$ cat config.mk
export PLATFORM = sky130hd
export DESIGN_NAME = multi_cycle_control_unit
export DESIGN_NICKNAME = d
export VERILOG_FILES = /design/src/rtl/yu_ctrl_pkg.sv /design/src/rtl/multi_cycle_alu_decoder.sv /design/src/rtl/multi_cycle_control_unit.sv
export SDC_FILE = /design/constraint.sdc
export NUM_CORES = 1
export LEC_CHECK = 0
export ABC_AREA = 1
export CAP_MARGIN = 20
export CORE_ASPECT_RATIO = 1.2
export CORE_MARGIN = 3
export CORE_UTILIZATION = 35
export DETAILED_ROUTE_END_ITERATION = 8
export HOLD_SLACK_MARGIN = 0.1
export PLACE_DENSITY = 0.7
export SYNTH_ARGS = -nofsm -noshare
export SYNTH_HDL_FRONTEND = slang
export SYNTH_SLANG_ARGS = --single-unit
$ cat constraint.sdc
create_clock -name clk -period 2.2 [get_ports clk]
set_input_delay 0.44 -clock clk [delete_from_list [all_inputs] [get_ports clk]]
set_output_delay 0.44 -clock clk [all_outputs]
set_load 0.02 [all_outputs]
$ cat src/rtl/yu_ctrl_pkg.sv
// Shared definitions for the multi-cycle RV32I control unit.
//   - state_t        : FSM state encoding (also exported on the debug port)
//   - OP_*           : RV32I major opcodes recognised by the decoder
//   - ALUOP_* / ALUC_*: ALU operation class and ALU control codes
//   - IMM_*, SRCA_*, SRCB_*, RES_* : datapath select codes
//   - TRAP_*         : trap cause codes
//   - imm_src_of()   : opcode -> immediate format
package yu_ctrl_pkg;

  typedef enum logic [3:0] {
    S_FETCH    = 4'd0,
    S_DECODE   = 4'd1,
    S_MEMADR   = 4'd2,
    S_MEMREAD  = 4'd3,
    S_MEMWB    = 4'd4,
    S_MEMWRITE = 4'd5,
    S_EXECR    = 4'd6,
    S_EXECI    = 4'd7,
    S_ALUWB    = 4'd8,
    S_BRANCH   = 4'd9,
    S_JAL      = 4'd10,
    S_TRAP     = 4'd11
  } state_t;

  localparam logic [6:0] OP_LOAD   = 7'b0000011;
  localparam logic [6:0] OP_STORE  = 7'b0100011;
  localparam logic [6:0] OP_RTYPE  = 7'b0110011;
  localparam logic [6:0] OP_ITYPE  = 7'b0010011;
  localparam logic [6:0] OP_BRANCH = 7'b1100011;
  localparam logic [6:0] OP_JAL    = 7'b1101111;
  localparam logic [6:0] OP_LUI    = 7'b0110111;
  localparam logic [6:0] OP_AUIPC  = 7'b0010111;

  localparam logic [1:0] ALUOP_ADD  = 2'b00;
  localparam logic [1:0] ALUOP_SUB  = 2'b01;
  localparam logic [1:0] ALUOP_FUNC = 2'b10;

  // Kept at 4 bits; the decoder resizes to the configured control width.
  localparam logic [3:0] ALUC_ADD  = 4'b0000;
  localparam logic [3:0] ALUC_SUB  = 4'b0001;
  localparam logic [3:0] ALUC_AND  = 4'b0010;
  localparam logic [3:0] ALUC_OR   = 4'b0011;
  localparam logic [3:0] ALUC_SLT  = 4'b0101;
  localparam logic [3:0] ALUC_SLTU = 4'b0110;

  localparam logic [2:0] IMM_I = 3'b000;
  localparam logic [2:0] IMM_S = 3'b001;
  localparam logic [2:0] IMM_B = 3'b010;
  localparam logic [2:0] IMM_U = 3'b011;
  localparam logic [2:0] IMM_J = 3'b100;

  localparam logic [1:0] SRCA_PC    = 2'b00;
  localparam logic [1:0] SRCA_OLDPC = 2'b01;
  localparam logic [1:0] SRCA_RS1   = 2'b10;

  localparam logic [1:0] SRCB_RS2  = 2'b00;
  localparam logic [1:0] SRCB_IMM  = 2'b01;
  localparam logic [1:0] SRCB_FOUR = 2'b10;

  localparam logic [1:0] RES_ALUOUT = 2'b00;
  localparam logic [1:0] RES_DATA   = 2'b01;
  localparam logic [1:0] RES_ALU    = 2'b10;

  localparam logic [1:0] TRAP_NONE    = 2'b00;
  localparam logic [1:0] TRAP_ILLEGAL = 2'b01;
  localparam logic [1:0] TRAP_TIMEOUT = 2'b10;

  function automatic logic [2:0] imm_src_of(input logic [6:0] op);
    logic [2:0] imm;
    imm = IMM_I;
    case (op)
      OP_STORE:         imm = IMM_S;
      OP_BRANCH:        imm = IMM_B;
      OP_JAL:           imm = IMM_J;
      OP_LUI, OP_AUIPC: imm = IMM_U;
      default:          imm = IMM_I;
    endcase
    return imm;
  endfunction

endpackage

$ cat src/rtl/multi_cycle_alu_decoder.sv
// Combinational ALU decoder: ALUOp/funct3/funct7b5 -> ALUControl.
// Ports:
//   alu_op      in  2           00 add, 01 sub, 10 decode from funct fields
//   funct3      in  3           instruction funct3
//   op5         in  1           opcode bit 5 (distinguishes R-type from I-type)
//   funct7b5    in  1           instruction bit 30
//   alu_control out ALU_CTRL_W  ALU operation code (zero-extended / resized)
// Macro BRANCH_EXT_EN adds sltu (funct3 011).
module multi_cycle_alu_decoder
  import yu_ctrl_pkg::*;
#(
  parameter int ALU_CTRL_W = 3
) (
  input  logic [1:0]            alu_op,
  input  logic [2:0]            funct3,
  input  logic                  op5,
  input  logic                  funct7b5,
  output logic [ALU_CTRL_W-1:0] alu_control
);

  logic [3:0] code;

  always_comb begin
    code = ALUC_ADD;
    case (alu_op)
      ALUOP_ADD: code = ALUC_ADD;
      ALUOP_SUB: code = ALUC_SUB;
      ALUOP_FUNC: begin
        case (funct3)
          // addi has op5 = 0, so a set bit 30 in its immediate never selects sub.
          3'b000:  code = (op5 && funct7b5) ? ALUC_SUB : ALUC_ADD;
          3'b010:  code = ALUC_SLT;
`ifdef BRANCH_EXT_EN
          3'b011:  code = ALUC_SLTU;
`endif
          3'b110:  code = ALUC_OR;
          3'b111:  code = ALUC_AND;
          default: code = ALUC_ADD;
        endcase
      end
      default: code = ALUC_ADD;
    endcase
  end

  assign alu_control = ALU_CTRL_W'(code);

endmodule

$ cat src/rtl/multi_cycle_control_unit.sv
// Multi-cycle RV32I control unit. A Moore FSM walks each instruction through
// fetch/decode/execute/memory/writeback so one ALU and one memory port can be
// shared. Illegal opcodes and memory timeouts enter a sticky TRAP state that
// only reset leaves.
// Ports:
//   clk, reset (async, active high)
//   opcode, funct3, funct7b5 : instruction fields
//   zero (+ negative, carry with BRANCH_EXT_EN) : ALU flags
//   memReady : memory completes the current access this cycle
//   PCWrite, adrSrc, memRead, memWrite, IRWrite, resultSrc, ALUSrcA, ALUSrcB,
//   immSrc, ALUControl, regWrite : datapath controls
//   trap, trapCause : sticky fault flag and cause
//   dbg_state : current FSM state
// Macro BRANCH_EXT_EN: full conditional-branch set plus sltu (ALU_CTRL_W = 4).
//
// Memory handshake: memRead/memWrite are a request held high for every cycle
// the FSM sits in FETCH/MEMREAD/MEMWRITE; the access completes in the cycle
// memReady is sampled high, and the FSM leaves the state at that edge. If the
// request has waited MEM_TIMEOUT cycles and memReady is still low in the next
// one, the FSM traps; memReady in that same cycle still completes normally.
module multi_cycle_control_unit
  import yu_ctrl_pkg::*;
#(
  parameter int ALU_CTRL_W  = 3,
  parameter int MEM_TIMEOUT = 15,
  parameter int TMO_W       = $clog2(MEM_TIMEOUT + 1)
) (
  input  logic                  clk,
  input  logic                  reset,
  input  logic [6:0]            opcode,
  input  logic [2:0]            funct3,
  input  logic                  funct7b5,
  input  logic                  zero,
  input  logic                  memReady,
`ifdef BRANCH_EXT_EN
  input  logic                  negative,
  input  logic                  carry,
`endif
  output logic                  PCWrite,
  output logic                  adrSrc,
  output logic                  memRead,
  output logic                  memWrite,
  output logic                  IRWrite,
  output logic [1:0]            resultSrc,
  output logic [1:0]            ALUSrcA,
  output logic [1:0]            ALUSrcB,
  output logic [2:0]            immSrc,
  output logic [ALU_CTRL_W-1:0] ALUControl,
  output logic                  regWrite,
  output logic                  trap,
  output logic [1:0]            trapCause,
  output state_t                dbg_state
);

  localparam logic [TMO_W-1:0] TMO_LIMIT = TMO_W'(MEM_TIMEOUT);

  state_t           state;
  state_t           decode_next;
  state_t           mem_done_next;
  logic [TMO_W-1:0] wait_cnt;
  logic [1:0]       trap_cause_q;
  logic             branch_ok;
  logic             taken;

  logic       pc_write, adr_src, mem_read, mem_write, ir_write, reg_write;
  logic [1:0] result_src, src_a, src_b, alu_op;

  // Branch funct3 values the unit can execute.
  always_comb begin
`ifdef BRANCH_EXT_EN
    branch_ok = (funct3 != 3'b010) && (funct3 != 3'b011);
`else
    branch_ok = (funct3 == 3'b000);
`endif
  end

  always_comb begin
`ifdef BRANCH_EXT_EN
    case (funct3)
      3'b000:  taken = zero;
      3'b001:  taken = !zero;
      3'b100:  taken = negative;
      3'b101:  taken = !negative;
      3'b110:  taken = !carry;
      3'b111:  taken = carry;
      default: taken = 1'b0;
    endcase
`else
    // Only beq reaches BRANCH in this build.
    taken = zero;
`endif
  end

  always_comb begin
    decode_next = S_TRAP;
    case (opcode)
      OP_LOAD, OP_STORE: decode_next = S_MEMADR;
      OP_RTYPE:          decode_next = S_EXECR;
      OP_ITYPE:          decode_next = S_EXECI;
      OP_BRANCH:         decode_next = branch_ok ? S_BRANCH : S_TRAP;
      OP_JAL:            decode_next = S_JAL;
      default:           decode_next = S_TRAP;
    endcase
  end

  always_comb begin
    case (state)
      S_FETCH:   mem_done_next = S_DECODE;
      S_MEMREAD: mem_done_next = S_MEMWB;
      default:   mem_done_next = S_FETCH;
    endcase
  end

  // State, wait counter and trap cause. The counter is cleared on every
  // cycle that does not extend a memory wait, which covers every state change.
  always_ff @(posedge clk or posedge reset) begin
    if (reset) begin
      state        <= S_FETCH;
      wait_cnt     <= '0;
      trap_cause_q <= TRAP_NONE;
    end else begin
      wait_cnt <= '0;
      case (state)
        S_FETCH, S_MEMREAD, S_MEMWRITE: begin
          if (memReady) begin
            state <= mem_done_next;
          end else if (wait_cnt == TMO_LIMIT) begin
            state        <= S_TRAP;
            trap_cause_q <= TRAP_TIMEOUT;
          end else begin
            wait_cnt <= wait_cnt + TMO_W'(1);
          end
        end
        S_DECODE: begin
          state <= decode_next;
          if (decode_next == S_TRAP) trap_cause_q <= TRAP_ILLEGAL;
        end
        S_MEMADR:                   state <= opcode[5] ? S_MEMWRITE : S_MEMREAD;
        S_MEMWB, S_ALUWB, S_BRANCH: state <= S_FETCH;
        S_EXECR, S_EXECI, S_JAL:    state <= S_ALUWB;
        S_TRAP:                     state <= S_TRAP;
        default:                    state <= S_FETCH;
      endcase
    end
  end

  // Moore output decode; only IRWrite/PCWrite in FETCH and PCWrite in BRANCH
  // look at live inputs.
  always_comb begin
    pc_write   = 1'b0;
    adr_src    = 1'b0;
    mem_read   = 1'b0;
    mem_write  = 1'b0;
    ir_write   = 1'b0;
    reg_write  = 1'b0;
    result_src = RES_ALUOUT;
    src_a      = SRCA_PC;
    src_b      = SRCB_RS2;
    alu_op     = ALUOP_ADD;
    case (state)
      S_FETCH: begin
        mem_read   = 1'b1;
        src_b      = SRCB_FOUR;
        result_src = RES_ALU;
        ir_write   = memReady;
        pc_write   = memReady;
      end
      S_DECODE: begin
        src_a = SRCA_OLDPC;
        src_b = SRCB_IMM;
      end
      S_MEMADR: begin
        src_a = SRCA_RS1;
        src_b = SRCB_IMM;
      end
      S_MEMREAD: begin
        mem_read = 1'b1;
        adr_src  = 1'b1;
      end
      S_MEMWB: begin
        result_src = RES_DATA;
        reg_write  = 1'b1;
      end
      S_MEMWRITE: begin
        mem_write = 1'b1;
        adr_src   = 1'b1;
      end
      S_EXECR: begin
        src_a  = SRCA_RS1;
        src_b  = SRCB_RS2;
        alu_op = ALUOP_FUNC;
      end
      S_EXECI: begin
        src_a  = SRCA_RS1;
        src_b  = SRCB_IMM;
        alu_op = ALUOP_FUNC;
      end
      S_ALUWB: begin
        reg_write = 1'b1;
      end
      S_BRANCH: begin
        src_a    = SRCA_RS1;
        src_b    = SRCB_RS2;
        alu_op   = ALUOP_SUB;
        pc_write = taken;
      end
      S_JAL: begin
        src_a    = SRCA_OLDPC;
        src_b    = SRCB_FOUR;
        pc_write = 1'b1;
      end
      default: ;
    endcase
  end

  multi_cycle_alu_decoder #(
    .ALU_CTRL_W(ALU_CTRL_W)
  ) u_alu_dec (
    .alu_op      (alu_op),
    .funct3      (funct3),
    .op5         (opcode[5]),
    .funct7b5    (funct7b5),
    .alu_control (ALUControl)
  );

  // Enables are masked by reset directly so nothing can write while reset
  // is high, independent of the state register.
  assign PCWrite   = pc_write  & ~reset;
  assign memRead   = mem_read  & ~reset;
  assign memWrite  = mem_write & ~reset;
  assign IRWrite   = ir_write  & ~reset;
  assign regWrite  = reg_write & ~reset;
  assign adrSrc    = adr_src;
  assign resultSrc = result_src;
  assign ALUSrcA   = src_a;
  assign ALUSrcB   = src_b;
  assign immSrc    = imm_src_of(opcode);
  assign trap      = (state == S_TRAP);
  assign trapCause = trap_cause_q;
  assign dbg_state = state;

endmodule

==> report_table.html, run 1 <==
<table>
<tr><th>Metric</th><th>Value</th></tr>
<tr><th colspan="2">Outcome</th></tr>
<tr><td>Run status</td><td>finished clean</td></tr>
<tr><th colspan="2">Detailed routing</th></tr>
<tr><td>Count of antenna-violating nets left after detailed routing</td><td>0</td></tr>
<tr><td>Via density per instance</td><td>~4.7</td></tr>
<tr><td>Final wirelength</td><td>2771 um</td></tr>
<tr><td>Wire per inst</td><td>11.69 um</td></tr>
<tr><td>Pre-Repair DR Iteration Count</td><td>4</td></tr>
<tr><td>DRC violation count after routing</td><td>0</td></tr>
<tr><td>Via Count</td><td>~1100</td></tr>
<tr><td>Iter 0 DRT Violations</td><td>26</td></tr>
<tr><th colspan="2">Floorplanning</th></tr>
<tr><td>Number of primary I/O pins</td><td>40</td></tr>
<tr><td>Vertical die dimension</td><td>about 61 um</td></tr>
<tr><td>Number of placement rows</td><td>19</td></tr>
<tr><td>Die footprint</td><td>3165 um^2</td></tr>
<tr><td>Floorplan core area</td><td>~2400 um^2</td></tr>
<tr><td>Starting Density</td><td>0.3753</td></tr>
<tr><td>Horizontal extent of the die</td><td>~52 um</td></tr>
<tr><th colspan="2">Synth</th></tr>
<tr><td>Largest cells by area after synthesis</td><td>sky130_fd_sc_hd__dfrtp_1 (28%), sky130_fd_sc_hd__nand2_1 (18%), sky130_fd_sc_hd__nor2_1 (10%)</td></tr>
<tr><td>Post-synth top cells</td><td>sky130_fd_sc_hd__nand2_1 (42), sky130_fd_sc_hd__nor2_1 (24), sky130_fd_sc_hd__inv_1 (22), sky130_fd_sc_hd__dfrtp_1 (10), sky130_fd_sc_hd__nand3_1 (10)</td></tr>
<tr><td>Proportion of synthesized flip-flops having asynchronous set or reset</td><td>1.000</td></tr>
<tr><td>Count leader, synth</td><td>sky130_fd_sc_hd__nand2_1</td></tr>
<tr><td>Dominant synthesized flop cell</td><td>sky130_fd_sc_hd__dfrtp_1</td></tr>
<tr><td>Mean Syn Cell Area</td><td>slightly above 6 um^2</td></tr>
<tr><td>Leading area contributor after synthesis</td><td>sky130_fd_sc_hd__dfrtp_1</td></tr>
<tr><td>Netlist cell types</td><td>24</td></tr>
<tr><td>Post-synth EDFFs</td><td>0</td></tr>
<tr><td>Netlist area before placement</td><td>883.3 um^2</td></tr>
<tr><td>Top-area cell type share of the netlist area</td><td>0.2833</td></tr>
<tr><td>Synthesized instance count</td><td>144</td></tr>
<tr><td>Total number of yosys warnings</td><td>0</td></tr>
<tr><td>Fraction of the yosys area taken by sequential cells</td><td>0.2833</td></tr>
<tr><td>Number of synthesized register bits</td><td>10</td></tr>
<tr><td>Syn_nets</td><td>162</td></tr>
<tr><th colspan="2">CTS</th></tr>
<tr><td>Worst-path clk slew</td><td>~0.070 ns</td></tr>
<tr><td>Buffer count from post-CTS setup fixing</td><td>0</td></tr>
<tr><td>Cell at the root of the clock tree</td><td>sky130_fd_sc_hd__clkbuf_4</td></tr>
<tr><td>Hold buffer count at CTS</td><td>0</td></tr>
<tr><td>Clock Sink Count</td><td>10</td></tr>
<tr><td>CTS H-tree depth</td><td>1</td></tr>
<tr><td>TritonCTS Buffers</td><td>3</td></tr>
<tr><td>Clock Tree Buf Depth</td><td>2</td></tr>
<tr><td>TritonCTS clock tree</td><td>yes</td></tr>
<tr><td>Clock latency at the later pin of the worst-skew pair</td><td>approximately 0.27 ns</td></tr>
<tr><th colspan="2">Layout</th></tr>
<tr><td>Antenna diode instance count</td><td>0</td></tr>
<tr><td>Area taken by multi-input logic gates</td><td>564.3 um^2</td></tr>
<tr><td>Fill cell total of the finished layout</td><td>236</td></tr>
<tr><td>Syn-to-layout area delta</td><td>67.99%</td></tr>
<tr><td>Fraction of final layout cells sized beyond drive strength 1</td><td>0.2524</td></tr>
<tr><td>Register area</td><td>250.2 um^2</td></tr>
<tr><td>Layout Nets</td><td>225</td></tr>
<tr><th colspan="2">Placed design</th></tr>
<tr><td>Number of input and output port buffers inserted</td><td>39</td></tr>
<tr><td>HPWL after DPL</td><td>2335 um</td></tr>
<tr><td>Worst setup slack before clock tree synthesis</td><td>-0.2493 ns</td></tr>
<tr><td>Weighted congestion at the end of routability-driven global placement</td><td>0.8863</td></tr>
<tr><th colspan="2">Global route</th></tr>
<tr><td>Overall global routing resource usage</td><td>0.1935</td></tr>
<tr><td>Antenna violations before repair</td><td>0</td></tr>
<tr><td>Pin count of the biggest net entering global routing</td><td>11</td></tr>
<tr><td>Global-route wire length before repair</td><td>4664 um</td></tr>
<tr><td>Aggregate global routing overflow</td><td>0</td></tr>
<tr><td>Vias in the first global route</td><td>between 1000 and 1500</td></tr>
<tr><th colspan="2">Worst setup path</th></tr>
<tr><td>Worst EP arrival</td><td>1.67 ns</td></tr>
<tr><td>Crit path capture type</td><td>output pin</td></tr>
<tr><td>Classification of the worst setup path</td><td>reg -&gt; out</td></tr>
<tr><td>Startpoint types</td><td>flip-flop</td></tr>
<tr><td>Maximum net fanout on the critical path</td><td>3</td></tr>
<tr><td>Required time at the endpoint of the critical path</td><td>between 1.5 and 2 ns</td></tr>
<tr><th colspan="2">Power</th></tr>
<tr><td>Combinational fraction of design power</td><td>0.757</td></tr>
<tr><td>Fraction of power spent switching nets</td><td>0.5032</td></tr>
<tr><td>Sequential fraction of design power</td><td>0.156</td></tr>
<tr><td>Reported leakage power</td><td>~0.84 nW</td></tr>
<tr><td>Peak ir drop on the vdd network</td><td>877.1 uV</td></tr>
<tr><td>PwrDens</td><td>1296 nW/um^2</td></tr>
<tr><td>Overall power of the completed layout</td><td>1.923 mW</td></tr>
<tr><td>Net switching power figure</td><td>between 0.9 and 1 mW</td></tr>
<tr><td>Internal power</td><td>roughly 0.96 mW</td></tr>
<tr><td>Clock network power share</td><td>0.087</td></tr>
<tr><th colspan="2">STA</th></tr>
<tr><td>Max-slew violations</td><td>0</td></tr>
<tr><td>Shortest clock period the worst path allows after layout</td><td>2.107 ns</td></tr>
<tr><td>Layout Skew</td><td>0.005076 ns</td></tr>
<tr><td>Final clock period utilization by the worst path</td><td>0.9575</td></tr>
<tr><td>Slew HR</td><td>0.7362</td></tr>
<tr><td>Worst Max-Slew Pin Slew</td><td>0.3953 ns</td></tr>
<tr><td>Final worst slack</td><td>0.09345 ns</td></tr>
<tr><td>Count of final hold-check violations</td><td>0</td></tr>
<tr><td>Max Clock Freq</td><td>474.7 MHz</td></tr>
<tr><td>Number of setup violations in the final report</td><td>0</td></tr>
<tr><td>RSZ-0062 raised after global routing</td><td>yes</td></tr>
<tr><th colspan="2">Flow run</th></tr>
<tr><td>Number of max-cap violations</td><td>0</td></tr>
<tr><th colspan="2">Hold path</th></tr>
<tr><td>Tightest Hold Check Type</td><td>reg -&gt; reg</td></tr>
</table>
==> cell families after synthesis <==
kind of cell             count (synthesis)  share of synthesized area
buffers and inverters                   26                     0.1161
XOR/XNOR                                 1                   0.009917
AO/OA/AOI/OAI                           13                    0.08641
flip-flops                              10                     0.2833
adder cells (fa/ha/maj)                  3                    0.04250
AND/OR/NAND/NOR                         91                     0.4618
==> power by group through the flow <==
| stage | Combinational [mW] | Sequential, mW | Clock [mW] |
|---|---|---|---|
| after floorplan | 0.744 | 0.394 | 0 |
| after global placement | 1.48 | 0.297 | 0 |
| after detailed placement | 1.51 | 0.300 | 0 |
| after CTS | 1.44 | 0.298 | 0.173 |
| after global routing | 1.62 | 0.312 | 0.178 |
| final | 1.46 | 0.300 | 0.166 |
==> worst max-delay path, cell delays in order (launching register included) <==
cell	delay, ns
sky130_fd_sc_hd__dfrtp_1	0.41
sky130_fd_sc_hd__nor2_2	0.15
sky130_fd_sc_hd__nand2_2	0.11
sky130_fd_sc_hd__ha_4	0.26
sky130_fd_sc_hd__nor4_2	0.26
sky130_fd_sc_hd__buf_2	0.20
==> per-stage QoR <==
step / hold slack [ns] / instances / util / area, um^2 / setup TNS, ns
floorplan: 0.2802 / 144 / - / 889.6 / 0
global placement: 0.4443 / 233 / 0.6209 / 1461 / -0.9747
detailed placement: 0.4508 / 233 / 0.6209 / 1461 / -1.206
CTS: 0.4619 / 237 / 0.6231 / 1466 / 0
global route: 0.4987 / 237 / 0.6305 / 1484 / -0.004521
finish: 0.4596 / 237 / 0.6305 / 1484 / 0
==> per-layer routing <==
layer | GRT usage | part of all wire | wire, um
met1 | 0.2099 | 0.40 | 1098
met4 | 0.1124 | 0.028 | 78
met5 | 0 | 0 | 0
met3 | 0.02179 | 0.052 | 143
met2 | 0.3609 | 0.52 | 1451
==> sequential cells by signal (all words and copies together) (netlist names) <==
name / flops
dbg_state: 4
wait_cnt: 4
trapCause: 2
==> layout by cell type (no fill, tap or decap), types with 2 or more instances in the layout <==
master                            synthesis  routed
sky130_fd_sc_hd__nand2_1                 42      39
sky130_fd_sc_hd__nor2_1                  24      23
sky130_fd_sc_hd__inv_1                   22      21
sky130_fd_sc_hd__clkdlybuf4s50_1          0      20
sky130_fd_sc_hd__buf_4                    0      19
sky130_fd_sc_hd__dlygate4sd2_1            0      11
sky130_fd_sc_hd__nand3_1                 10      10
sky130_fd_sc_hd__dfrtp_1                 10      10
sky130_fd_sc_hd__nand2_2                  3       6
sky130_fd_sc_hd__nor2_2                   4       4
sky130_fd_sc_hd__inv_2                    3       4
sky130_fd_sc_hd__a21oi_1                  4       4
sky130_fd_sc_hd__o21ai_0                  4       4
sky130_fd_sc_hd__nor3_1                   3       3
sky130_fd_sc_hd__clkbuf_4                 0       3
sky130_fd_sc_hd__buf_2                    0       3
sky130_fd_sc_hd__clkbuf_2                 0       3
sky130_fd_sc_hd__nor2_4                   1       2
sky130_fd_sc_hd__ha_1                     3       2
==> final timing paths <==
check	depth (start not counted)	slack (ns)	to	start
setup / recovery	5	0.09	ALUControl[1]	dbg_state[3]
hold / removal	1	0.46	wait_cnt[0]	wait_cnt[0]
setup reg to reg	10	0.64	dbg_state[0]	dbg_state[0]
hold reg to reg	1	0.46	wait_cnt[0]	wait_cnt[0]
max in group asynchronous	2	1.26	dbg_state[0]	reset
min in group asynchronous	2	0.66	trapCause[0]	reset
==> cell type report <==
class | count | share of cell area
Multi-Input combinational cell | 108 | 0.3803
Timing Repair Buffer | 58 | 0.3314
Sequential cell | 10 | 0.1686
Inverter | 26 | 0.06914
Tap cell | 31 | 0.02614
Clock buffer | 4 | 0.02445
==> repair_timing <==
action | CTS | global route
setup endpoints to repair | 18 | 8
gates cloned | 0 | 0
gates resized for setup | 31 | 15
pin swaps | 1 | 2
Note: power is estimated with default switching activity, not from simulation.
==> inputs of run 2 (changes only) <==
--- a/config.mk
+++ b/config.mk
@@ -10,6 +10,7 @@
 export CORE_ASPECT_RATIO = 1.2
 export CORE_MARGIN = 3
 export CORE_UTILIZATION = 35
+export CTS_CLUSTER_DIAMETER = 50
 export DETAILED_ROUTE_END_ITERATION = 8
 export HOLD_SLACK_MARGIN = 0.1
 export PLACE_DENSITY = 0.7
==> results of run 2 <==
Final layout, timing and power as in run 1 (identical DEF).
==> inputs of run 3 (changes only) <==
--- a/config.mk
+++ b/config.mk
@@ -12,7 +12,7 @@
 export CORE_UTILIZATION = 35
 export CTS_CLUSTER_DIAMETER = 50
 export DETAILED_ROUTE_END_ITERATION = 8
-export HOLD_SLACK_MARGIN = 0.1
+export HOLD_SLACK_MARGIN = 0.05
 export PLACE_DENSITY = 0.7
 export SYNTH_ARGS = -nofsm -noshare
 export SYNTH_HDL_FRONTEND = slang
==> results of run 3 <==
Final layout, timing and power as in run 1 (identical DEF).
